$ cat config.mk
export PLATFORM = sky130hd
export DESIGN_NAME = lan_irq_ctrl
export DESIGN_NICKNAME = d
export VERILOG_FILES = /design/src/rtl/lan_irq_pkg.sv /design/src/rtl/lan_irq_sync.sv /design/src/rtl/lan_irq_ctrl.sv
export SDC_FILE = /design/constraint.sdc
export NUM_CORES = 1
export LEC_CHECK = 0
export BUFFER_PORTS_ARGS = -buffer_cell sky130_fd_sc_hd__buf_4
export CORE_MARGIN = 8
export CORE_UTILIZATION = 40
export CTS_CLUSTER_DIAMETER = 100
export DETAILED_ROUTE_END_ITERATION = 8
export SETUP_SLACK_MARGIN = 0.4
export SLEW_MARGIN = 40
export SYNTH_ARGS = -nofsm -noshare
export SYNTH_HDL_FRONTEND = slang
export SYNTH_SLANG_ARGS = --single-unit
$ cat constraint.sdc
create_clock -name clk -period 2.55 [get_ports clk]
set_input_delay 0.3825 -clock clk [delete_from_list [all_inputs] [get_ports clk]]
set_output_delay 0.3825 -clock clk [all_outputs]
set_load 0.05 [all_outputs]
$ cat src/rtl/lan_irq_pkg.sv
// Shared definitions for the LAN/board interrupt controller: register map,
// CONFIG field offsets, FSM encoding and the decoded bus request.
package lan_irq_pkg;

    localparam logic [2:0] ADDR_DATA    = 3'd0;
    localparam logic [2:0] ADDR_CONFIG  = 3'd1;
    localparam logic [2:0] ADDR_MASK    = 3'd2;
    localparam logic [2:0] ADDR_PENDING = 3'd3;
    localparam logic [2:0] ADDR_HOLDOFF = 3'd4;
    localparam logic [2:0] ADDR_STATUS  = 3'd5;

    localparam int EDGE_LSB = 0;
    localparam int INV_LSB  = 16;

    localparam logic [15:0] CNT_MAX = 16'hFFFF;

    typedef enum logic [1:0] {
        IDLE    = 2'd0,
        ASSERT  = 2'd1,
        HOLDOFF = 2'd2
    } irq_state_e;

    // Decoded Avalon-MM slave access for one cycle
    typedef struct packed {
        logic        wr;
        logic        rd;
        logic [2:0]  addr;
        logic [31:0] wdata;
    } reg_req_t;

endpackage

$ cat src/rtl/lan_irq_sync.sv
// One interrupt input: multi-flop synchronizer plus a previous-act register
// used for rising-edge detection of the polarity-corrected level.
module lan_irq_sync
    import lan_irq_pkg::*;
#(
    parameter int SYNC_STAGES = 2
) (
    input  logic clk,
    input  logic reset_n,
    input  logic raw,
    input  logic inv,
    input  logic rearm,
    input  logic rearm_inv,
    output logic level,
    output logic rise
);

    logic [SYNC_STAGES-1:0] chain;
    logic                   act;
    logic                   act_prev;

    assign level = chain[SYNC_STAGES-1];
    assign act   = level ^ inv;
    assign rise  = act & ~act_prev;

    // Synchronizer chain: raw enters at bit 0, synced level leaves at the top
    always_ff @(posedge clk or negedge reset_n) begin
        if (!reset_n) chain <= '0;
        else          chain <= {chain[SYNC_STAGES-2:0], raw};
    end

    // Previous act; on a CONFIG write it is loaded with the level seen through
    // the new polarity so a polarity flip does not look like an edge
    always_ff @(posedge clk or negedge reset_n) begin
        if (!reset_n)   act_prev <= 1'b0;
        else if (rearm) act_prev <= level ^ rearm_inv;
        else            act_prev <= act;
    end

endmodule

$ cat src/rtl/lan_irq_ctrl.sv
// Avalon-MM interrupt controller: per-source sync, polarity, level/edge
// pending, mask, and a holdoff-rate-limited single irq to the CPU.
module lan_irq_ctrl
    import lan_irq_pkg::*;
#(
    parameter int NUM_SRC     = 4,
    parameter int SYNC_STAGES = 2,
    parameter int HOLDOFF_W   = 16
) (
    input  logic               clk,
    input  logic               reset_n,
    input  logic [2:0]         address,
    input  logic               chipselect,
    input  logic               write_n,
    input  logic [31:0]        writedata,
    output logic [31:0]        readdata,
    input  logic [NUM_SRC-1:0] in_port,
    output logic               irq
);

    reg_req_t               req;
    logic                   wr_cfg, wr_mask, wr_pend, wr_hold, wr_stat;

    logic [NUM_SRC-1:0]     edge_q, inv_q, mask_q, pend_q, pend_d;
    logic [NUM_SRC-1:0]     sync_lvl, rise, act;
    logic [HOLDOFF_W-1:0]   hold_q, cnt_q;
    logic [15:0]            acnt_q;
    irq_state_e             state_q, state_d;
    logic                   any_req, load_cnt;
    logic [31:0]            rd_mux;
    logic                   unused_wdata;

    assign req = '{wr:    chipselect & ~write_n,
                   rd:    chipselect &  write_n,
                   addr:  address,
                   wdata: writedata};

    assign wr_cfg  = req.wr && (req.addr == ADDR_CONFIG);
    assign wr_mask = req.wr && (req.addr == ADDR_MASK);
    assign wr_pend = req.wr && (req.addr == ADDR_PENDING);
    assign wr_hold = req.wr && (req.addr == ADDR_HOLDOFF);
    assign wr_stat = req.wr && (req.addr == ADDR_STATUS);

    // Not every writedata bit lands in a register for small NUM_SRC
    assign unused_wdata = ^req.wdata;

    // Per-source synchronizers
    genvar g;
    generate
        for (g = 0; g < NUM_SRC; g++) begin : g_src
            lan_irq_sync #(.SYNC_STAGES(SYNC_STAGES)) u_sync (
                .clk       (clk),
                .reset_n   (reset_n),
                .raw       (in_port[g]),
                .inv       (inv_q[g]),
                .rearm     (wr_cfg),
                .rearm_inv (req.wdata[INV_LSB+g]),
                .level     (sync_lvl[g]),
                .rise      (rise[g])
            );
        end
    endgenerate

    assign act     = sync_lvl ^ inv_q;
    assign any_req = |(pend_q & mask_q);
    assign irq     = (state_q == ASSERT);

    // Configuration registers
    always_ff @(posedge clk or negedge reset_n) begin
        if (!reset_n) begin
            edge_q <= '0;
            inv_q  <= '0;
            mask_q <= '0;
            hold_q <= '0;
        end else begin
            if (wr_cfg) begin
                edge_q <= req.wdata[EDGE_LSB +: NUM_SRC];
                inv_q  <= req.wdata[INV_LSB  +: NUM_SRC];
            end
            if (wr_mask) mask_q <= req.wdata[NUM_SRC-1:0];
            if (wr_hold) hold_q <= req.wdata[HOLDOFF_W-1:0];
        end
    end

    // Pending next value: level bits track act, edge bits latch rises until
    // W1C (a rise beats a clear). A CONFIG write drops every bit that becomes
    // edge-mode, using the new EDGE field so no stale level value survives.
    always_comb begin
        pend_d = pend_q;
        for (int i = 0; i < NUM_SRC; i++) begin
            if (wr_cfg)
                pend_d[i] = req.wdata[EDGE_LSB+i] ? 1'b0 : act[i];
            else if (!edge_q[i])
                pend_d[i] = act[i];
            else if (rise[i])
                pend_d[i] = 1'b1;
            else if (wr_pend && req.wdata[i])
                pend_d[i] = 1'b0;
        end
    end

    // Pending register
    always_ff @(posedge clk or negedge reset_n) begin
        if (!reset_n) pend_q <= '0;
        else          pend_q <= pend_d;
    end

    // FSM state register
    always_ff @(posedge clk or negedge reset_n) begin
        if (!reset_n) state_q <= IDLE;
        else          state_q <= state_d;
    end

    // FSM next state; holdoff counter is loaded on ASSERT exit when nonzero
    always_comb begin
        state_d  = state_q;
        load_cnt = 1'b0;
        case (state_q)
            IDLE: begin
                if (any_req) state_d = ASSERT;
            end
            ASSERT: begin
                if (!any_req) begin
                    if (hold_q != '0) begin
                        state_d  = HOLDOFF;
                        load_cnt = 1'b1;
                    end else begin
                        state_d  = IDLE;
                    end
                end
            end
            HOLDOFF: begin
                if (cnt_q == HOLDOFF_W'(1)) state_d = IDLE;
            end
            default: state_d = IDLE;
        endcase
    end

    // Holdoff countdown; later HOLDOFF writes only affect the next load
    always_ff @(posedge clk or negedge reset_n) begin
        if (!reset_n)
            cnt_q <= '0;
        else if (load_cnt)
            cnt_q <= hold_q;
        else if (state_q == HOLDOFF && cnt_q != '0)
            cnt_q <= cnt_q - HOLDOFF_W'(1);
    end

    // Saturating IDLE->ASSERT counter, cleared by any STATUS write
    always_ff @(posedge clk or negedge reset_n) begin
        if (!reset_n)
            acnt_q <= '0;
        else if (wr_stat)
            acnt_q <= '0;
        else if (state_q == IDLE && state_d == ASSERT && acnt_q != CNT_MAX)
            acnt_q <= acnt_q + 16'd1;
    end

    // Read mux; unused bits and unmapped addresses read 0
    always_comb begin
        rd_mux = '0;
        case (req.addr)
            ADDR_DATA:    rd_mux[NUM_SRC-1:0] = act;
            ADDR_CONFIG: begin
                rd_mux[EDGE_LSB +: NUM_SRC] = edge_q;
                rd_mux[INV_LSB  +: NUM_SRC] = inv_q;
            end
            ADDR_MASK:    rd_mux[NUM_SRC-1:0]   = mask_q;
            ADDR_PENDING: rd_mux[NUM_SRC-1:0]   = pend_q;
            ADDR_HOLDOFF: rd_mux[HOLDOFF_W-1:0] = hold_q;
            ADDR_STATUS:  rd_mux = {acnt_q, 14'd0, (state_q == HOLDOFF), irq};
            default:      rd_mux = '0;
        endcase
    end

    // Registered read data, one cycle after the address is presented
    always_ff @(posedge clk or negedge reset_n) begin
        if (!reset_n)    readdata <= '0;
        else if (req.rd) readdata <= rd_mux;
        else             readdata <= '0;
    end

endmodule
==> results.cfg, run 1 <==
[power_and_ir_drop]
pwr-share-clk_pct = 28.6
internal_power_mw = 3.88
net-switching-power_mw = 1.80
power.share.combinational_pct = 27.3
power_per_cell_area_nw_per_um2 = 938
seq_power_share_pct = 44.1
netSwitchingFraction_pct = 31.6
fin_total_pwr_mw = 5.68
leakage_dissipation_nw = 2.82
worst_ir_drop_vdd_v = 0.000354

[drt]
wirelength_um = 11000
ant_nets = 0
vias_per_cell = 5.28
post-route-drc-count = 0
detail_route.first_pass.iterations = 4
wl_per_cell_um = 16.2
via_count = 3577
detail_route.iter0.violations = 228

[layout]
drive_above_1_share_pct = 26.9
flow.area_growth_from_synthesis_pct = 25.3
postLayoutCellArea_um2 = 6050
num-fill-cells = 1116
postLayoutCoreUtil_pct = 50.8
count_of_inserted_antenna_diode_cells = 0
finish.net_count = 573

[worst_setup_path]
critical_path_arrival_ns = 2.47
r2r_slack_ns = 0.32
slowest_cell_on_the_critical_path = sky130_fd_sc_hd__or4_4
critical_path_cell_count = 8
setup.worst_path.end_class = flop
origin_of_the_worst_setup_path = cnt_q[1]
path_class = flop to flop
reg2reg_depth = 8
r2r_end = cnt_q[2]
critPathMaxStageDelay_ns = 0.53
regToRegStartpoint = cnt_q[1]
path_cells = inv_2 -> ha_4 -> or3b_4 -> or4_4 -> o21ai_4 -> buf_6 -> o311ai_1 -> o21a_1
crit_buf_inv = 2
cpLargestDelayFamily = simple AND/OR/NAND/NOR gates
crit_end = cnt_q[2]
critPathLaunchType = flop
maximum_fanout_encountered_on_the_critical_timing_path = 6
worstPathRequired_ns = 2.79

[yosys]
synthDominantAreaCellType = sky130_fd_sc_hd__dfrtp_1
cells_after_synth = 442
yosys_warnings = 0
number_of_flops_mapped_to_enable_cells_by_yosys = 0
yosysSeqAreaShare_pct = 57.0
synthTopCellsByCount = sky130_fd_sc_hd__dfrtp_1, sky130_fd_sc_hd__nand2_1, sky130_fd_sc_hd__nor2_1
yosys.cell_count.top_type = sky130_fd_sc_hd__dfrtp_1
post-synth-top-area-fraction_pct = 57.0
post_synth_num_cell_types = 52
post_synth_main_area_contributors = sky130_fd_sc_hd__dfrtp_1, sky130_fd_sc_hd__mux2_2, sky130_fd_sc_hd__nand2_1, sky130_fd_sc_hd__and2_1, sky130_fd_sc_hd__xor2_1
avgSynthCellArea_um2 = 10.9
synth-async-reset-ratio_pct = 100
synth_flop_cell = sky130_fd_sc_hd__dfrtp_1
synth_fp_nets = 489
ys_seq_elements = 110
mappedNetlistArea_um2 = 4830

[sta]
timing.clock.skew_ns = 0.00818
slew_violations = 0
layout_min_cycle_time_ns = 2.23
achievable-frequency_mhz = 448
timing.setup.tns_ns = 0
worst_pin_slew_ns = 0.624
slew-limit-headroom_pct = 58.1
min_period_over_period_pct = 87.5
rsz0062_at_grt = true
finalSetupViolations = 0
timing.final.hold_violations = 0
post-route-worst-setup-slack_ns = 0.319

[outcome]
run_status = finished, final reports clean

[floorplan]
initial_utilization_pct = 40.5
die-width_um = 126
chip_height_um = 126
top_level_ports = 76
dieArea_um2 = 15800
std_cell_core_area_um2 = 11900
core_rows = 40

[min_path]
worst_hold_path_type = primary input to flop

[grt]
grt_pass1_wl_um = 18500
number_of_global_route_vias_before_repair = 3694
groute.layer.met3.usage_pct = 4.47
grt_start_max_net_pins = 54
globalRouteTotalUtil_pct = 14.5
globalRouteOverflowTotal = 0
grtUsageMet1_pct = 19.1
busiest_layer = met2
initial_antenna_violation_count = 0
grt.met2_usage_pct = 21.8

[clock_tree]
clock_tree.root_cell = sky130_fd_sc_hd__clkbuf_16
cts-root-to-sink-buffers = 2
tritoncts_num_sinks = 110
insertion_delay_ns = 0.35
cts_made_buffers = 9
cts_max_level = 3
clock_pin_slew_on_the_worst_setup_and_hold_paths_ns = 0.07
tritoncts_clock_tree = done

[place]
post_detailed_placement_cell_area_um2 = 5520
buffer_ports.inserted = 63
gp_congestion = 0.826
detailedPlace.worstSlack_ns = 0.256
post-dp-hpwl_um = 7600

[job]
max_cap_violations = 0
-- area by class of cell --
| type | count | area (um^2) | area share [%] |
|---|---|---|---|
| clock buffers | 13 | 260 | 4.30 |
| clock inverters | 3 | 90.1 | 1.49 |
| inverters | 8 | 30.0 | 0.496 |
| multi-input cells | 307 | 2030 | 33.6 |
| flip-flops and latches | 110 | 2750 | 45.5 |
| well taps | 147 | 184 | 3.04 |
| repair buffers | 90 | 698 | 11.5 |
-- worst register-to-register path: stages (launching register included) --
cell	delay, ns
sky130_fd_sc_hd__dfrtp_1	0.39
sky130_fd_sc_hd__inv_2	0.09
sky130_fd_sc_hd__ha_4	0.12
sky130_fd_sc_hd__or3b_4	0.35
sky130_fd_sc_hd__or4_4	0.53
sky130_fd_sc_hd__o21ai_4	0.27
sky130_fd_sc_hd__buf_6	0.16
sky130_fd_sc_hd__o311ai_1	0.08
sky130_fd_sc_hd__o21a_1	0.13
-- registers in the layout, summed over array words and instances, names as in the netlist --
name,cells
cnt_q,16
acnt_q,16
mask_q,4
pend_q,4
g_src.u_sync.act_prev,4
edge_q,4
hold_q,16
inv_q,4
state_q,2
readdata,32
g_src.u_sync.chain,8
-- worst min-delay path by stage --
stage	startpoint	slack, ns	end	cells after the start
floorplan	reset_n	0.09	acnt_q[0]	0
global placement	reset_n	0.33	readdata[0]	1
detailed placement	reset_n	0.34	hold_q[5]	1
CTS	in_port[1]	0.12	g_src[1].u_sync.chain[0]	1
global route	in_port[1]	0.11	g_src[1].u_sync.chain[0]	1
finish	in_port[0]	0.13	g_src[0].u_sync.chain[0]	1
-- power by group through the flow --
| stage | registers (mW) | clock network (mW) | logic, mW |
|---|---|---|---|
| after global routing | 2.56 | 1.74 | 1.73 |
| after detailed placement | 2.53 | 0 | 1.29 |
| after global placement | 2.51 | 0 | 1.25 |
| after CTS | 2.49 | 1.67 | 1.47 |
| final | 2.50 | 1.63 | 1.55 |
| after floorplan | 2.44 | 0 | 0.943 |
-- per-stage QoR --
| stage | std cells | hold slack, ns |
|---|---|---|
| 4_1_cts | 675 | 0.117 |
| 2_1_floorplan | 442 | 0.0869 |
| 3_3_place_gp | 646 | 0.330 |
| 6_report | 678 | 0.132 |
| 3_5_place_dp | 646 | 0.335 |
| 5_1_grt | 678 | 0.111 |
-- repair_timing --
action | CTS | global route
setup buffers | 12 | 3
resized for setup | 13 | 9
setup endpoints to repair | 16 | 17
hold buffers | 1 | 0
pin swaps | 11 | 4
hold endpoints to repair | 26 | 0
-- cells in the final DEF (no fill, tap or decap), types with 4 or more instances in the layout --
cell type,netlist,routed
sky130_fd_sc_hd__a21oi_1,6,6
sky130_fd_sc_hd__and3_1,6,6
sky130_fd_sc_hd__o22ai_1,4,4
sky130_fd_sc_hd__clkbuf_16,0,9
sky130_fd_sc_hd__mux2i_1,8,8
sky130_fd_sc_hd__xor2_1,18,18
sky130_fd_sc_hd__mux2_2,17,17
sky130_fd_sc_hd__o21ai_0,16,16
sky130_fd_sc_hd__nand3_1,19,17
sky130_fd_sc_hd__xnor2_1,5,5
sky130_fd_sc_hd__buf_4,0,86
sky130_fd_sc_hd__a211oi_1,4,4
sky130_fd_sc_hd__nand2_1,49,49
sky130_fd_sc_hd__nor2_1,33,31
sky130_fd_sc_hd__a31oi_1,5,5
sky130_fd_sc_hd__nor4_1,4,4
sky130_fd_sc_hd__o311ai_1,2,7
sky130_fd_sc_hd__nand3b_1,4,4
sky130_fd_sc_hd__inv_1,8,6
sky130_fd_sc_hd__and2_1,27,27
sky130_fd_sc_hd__nor3_1,5,5
sky130_fd_sc_hd__nor2b_1,5,4
sky130_fd_sc_hd__nand4_1,9,9
sky130_fd_sc_hd__o211ai_1,11,11
sky130_fd_sc_hd__dfrtp_1,110,110
sky130_fd_sc_hd__or4_4,3,5
-- kinds of logic (layout without fill, tap and decap cells) --
family | Yosys count | after routing | share of synthesized area (%)
AOI/OAI and AO/OA | 71 | 71 | 10.4
and+or+nand+nor | 184 | 184 | 19.9
adders and majority gates | 4 | 4 | 1.04
buffers and inverters | 25 | 114 | 1.94
xor gates and xnor gates | 23 | 23 | 4.17
muxes | 25 | 25 | 5.62
DFF | 110 | 110 | 57.0
-- metal layers --
metal	vias to the layer above	part of all wire, %
met1	1707	47
met3	17	6.2
met2	108	45
met5	-	0
li1	1745	-
met4	0	1.9
(Power assumes the default switching activity.)
==> run 2, diff against run 1 <==
--- a/config.mk
+++ b/config.mk
@@ -5,13 +5,14 @@
 export SDC_FILE = /design/constraint.sdc
 export NUM_CORES = 1
 export LEC_CHECK = 0
-export BUFFER_PORTS_ARGS = -buffer_cell sky130_fd_sc_hd__buf_4
 export CORE_MARGIN = 8
 export CORE_UTILIZATION = 40
 export CTS_CLUSTER_DIAMETER = 100
 export DETAILED_ROUTE_END_ITERATION = 8
+export DONT_BUFFER_PORTS = 1
 export SETUP_SLACK_MARGIN = 0.4
 export SLEW_MARGIN = 40
 export SYNTH_ARGS = -nofsm -noshare
 export SYNTH_HDL_FRONTEND = slang
+export SYNTH_HIERARCHICAL = 1
 export SYNTH_SLANG_ARGS = --single-unit
==> constraint.sdc (replaced) <==
create_clock -name clk -period 2.7 [get_ports clk]
set_input_delay 0.405 -clock clk [delete_from_list [all_inputs] [get_ports clk]]
set_output_delay 0.405 -clock clk [all_outputs]
set_load 0.05 [all_outputs]
==> run 2 against run 1 <==
Net effect: the run now ends with hold timing left; clock skew shrank 0.0021 ns; area after synthesis rose by 2.5%; synthesized cell count grew 2.3%; global-route usage decreased by 1.2 points; core utilization fell by 5.0 points; maximum frequency rose by 2.5%; combinational power decreased by 24%; flip-flop and latch count did not move; largest cell class unchanged; largest power group unchanged.
==> results.cfg, run 2 <==
[yosys]
cells_after_synth = 452
post_synth_num_cell_types = 50
post-synth-top-area-fraction_pct = 55.6
synth_flop_cell = sky130_fd_sc_hd__dfrtp_1
synth_fp_nets = 499
post_synth_main_area_contributors = sky130_fd_sc_hd__dfrtp_1, sky130_fd_sc_hd__xnor2_1, sky130_fd_sc_hd__mux2_2, sky130_fd_sc_hd__nand2_1, sky130_fd_sc_hd__and2_1
avgSynthCellArea_um2 = 11.0
yosys_warnings = 6
ys_seq_elements = 110
synth-async-reset-ratio_pct = 100
yosys.cell_count.top_type = sky130_fd_sc_hd__dfrtp_1
synthTopCellsByCount = sky130_fd_sc_hd__dfrtp_1, sky130_fd_sc_hd__nand2_1, sky130_fd_sc_hd__nor2_1
mappedNetlistArea_um2 = 4950
synthDominantAreaCellType = sky130_fd_sc_hd__dfrtp_1
yosysSeqAreaShare_pct = 55.6
number_of_flops_mapped_to_enable_cells_by_yosys = 0

[sta]
layout_min_cycle_time_ns = 2.18
finalSetupViolations = 0
worst_hold_slack_ns = -0.256
achievable-frequency_mhz = 460
rsz0062_at_grt = false
slew-limit-headroom_pct = 52.6
slew_violations = 0
timing.final.hold_violations = 110
timing.setup.tns_ns = 0
timing.clock.skew_ns = 0.00609
worst_pin_slew_ns = 0.711
min_period_over_period_pct = 80.6

[floorplan]
core_rows = 40
die-width_um = 127
initial_utilization_pct = 41.0
top_level_ports = 76
std_cell_core_area_um2 = 12100
dieArea_um2 = 16200
chip_height_um = 127

[clock_tree]
clock_pin_slew_on_the_worst_setup_and_hold_paths_ns = 0.07
tritoncts_clock_tree = done
cts_max_level = 3
cts_made_buffers = 9
insertion_delay_ns = 0.36
tritoncts_num_sinks = 110
cts.repair_timing.setup_buffer_count = 0
cts-root-to-sink-buffers = 2
clock_tree.root_cell = sky130_fd_sc_hd__clkbuf_16

[power_and_ir_drop]
power_per_cell_area_nw_per_um2 = 953
worst_ir_drop_vdd_v = 0.000334
leakage_dissipation_nw = 2.35

[outcome]
run_status = finished with violations
failing_checks = hold timing

[layout]
number_of_flip_flops_under_the_largest_register_name = 32
registers.top_by_ff_count = readdata
finish.net_count = 498
postLayoutCoreUtil_pct = 45.8
num-fill-cells = 1116
drive_above_1_share_pct = 11.4
most_frequent_cells_in_the_layout = sky130_fd_sc_hd__dfrtp_1, sky130_fd_sc_hd__nand2_1, sky130_fd_sc_hd__nor2_1, sky130_fd_sc_hd__xnor2_1, sky130_fd_sc_hd__and2_1
flow.area_growth_from_synthesis_pct = 11.6
mostFrequentLayoutCell = sky130_fd_sc_hd__dfrtp_1
count_of_inserted_antenna_diode_cells = 0

[place]
post-dp-hpwl_um = 7240
gp_congestion = 0.782
buffer_ports.inserted = 0

[min_path]
worst_hold_path_type = primary input to async pin

[job]
max_cap_violations = 0

[grt]
grt_pass1_wl_um = 16800
globalRouteOverflowTotal = 0
initial_antenna_violation_count = 0
number_of_global_route_vias_before_repair = 3243
globalRouteTotalUtil_pct = 13.3
grt_start_max_net_pins = 111

[drt]
vias_per_cell = 5.19
wirelength_um = 10100
detail_route.iter0.violations = 164
ant_nets = 0
via_count = 3233
detail_route.first_pass.iterations = 4
post-route-drc-count = 0
wl_per_cell_um = 16.3

[worst_setup_path]
worstPathRequired_ns = 2.94
maximum_fanout_encountered_on_the_critical_timing_path = 6
path_class = flop to flop
critPathLaunchType = flop
critical_path_arrival_ns = 2.42
reg2reg_depth = 5
slowest_cell_on_the_critical_path = sky130_fd_sc_hd__or4_4
critPathMaxStageDelay_ns = 0.58
path_cells = or4_4 -> or3_4 -> o21ai_4 -> mux2i_1 -> a221o_1
setup.worst_path.end_class = flop
[run 2: area by class of cell]
| class | count | area (um^2) | share of cell area (%) |
|---|---|---|---|
| Sequential cell | 110 | 2750 | 49.9 |
| Multi-Input combinational cell | 315 | 2100 | 38.0 |
| Clock buffer | 9 | 225 | 4.08 |
| Tap cell | 168 | 210 | 3.81 |
| Clock inverter | 6 | 159 | 2.88 |
| Timing Repair Buffer | 6 | 45.0 | 0.816 |
| Inverter | 9 | 33.8 | 0.612 |
[run 2: final timing paths]
check,start,slack [ns],endpoint
worst max register to register,cnt_q[10],0.52,cnt_q[9]
worst min register to register,g_src[3].u_sync/chain[0],0.35,g_src[3].u_sync/chain[1]
worst min-delay path,reset_n,-0.26,g_src[1].u_sync/chain[1]
worst max-delay path,cnt_q[10],0.52,cnt_q[9]
max in group asynchronous,reset_n,2.80,acnt_q[6]
min in group clk,in_port[1],0.07,g_src[1].u_sync/chain[0]
[run 2: kinds of logic after synthesis]
| kind of cell | synth area share [%] |
|---|---|
| AO/OA/AOI/OAI | 8.09 |
| XOR/XNOR | 5.49 |
| adder cells (fa/ha/maj) | 1.01 |
| buffers and inverters | 2.05 |
| flip-flops | 55.6 |
| multiplexers | 8.14 |
| AND/OR/NAND/NOR | 19.6 |
[run 2: metal layers]
layer	vias to the layer above	track usage [%]	routed length, um	part of all wire, %
li1	1591	-	-	-
met1	1559	17.1	4770	47
met2	71	19.8	4460	44
met3	12	5.20	745	7.3
met4	0	4.90	159	1.6
met5	-	0	0	0
[run 2: worst max-delay path: cells and delay by family, from the launching register on]
family	cells	cell delay, ns
AOI/OAI and AO/OA	2	0.53
muxes	1	0.11
DFF	1	0.42
and+or+nand+nor	2	0.99
[run 2: power breakdown]
group | internal, mW | switching, mW | leakage [nW]
clock | 1.09 | 0.587 | 0.186
sequential | 2.00 | 0.412 | 1.41
combinational | 0.558 | 0.620 | 0.754
total | 3.64 | 1.62 | 2.35
[run 2: through the flow]
stage	instance area, um^2	setup slack [ns]	hold slack, ns	total power, mW	cells
after floorplan	4950	0.408	0.109	3.31	452
after global placement	5140	0.570	0.119	3.57	608
after detailed placement	5140	0.561	0.119	3.62	608
after CTS	5520	0.538	-0.272	5.31	623
after global routing	5520	0.438	-0.279	5.60	623
final	5520	0.525	-0.256	5.26	623
[run 2: what timing repair did]
item	in CTS	in global routing
setup endpoints to repair	0	1
endpoints found under the hold margin	110	110
gates resized for setup	0	1
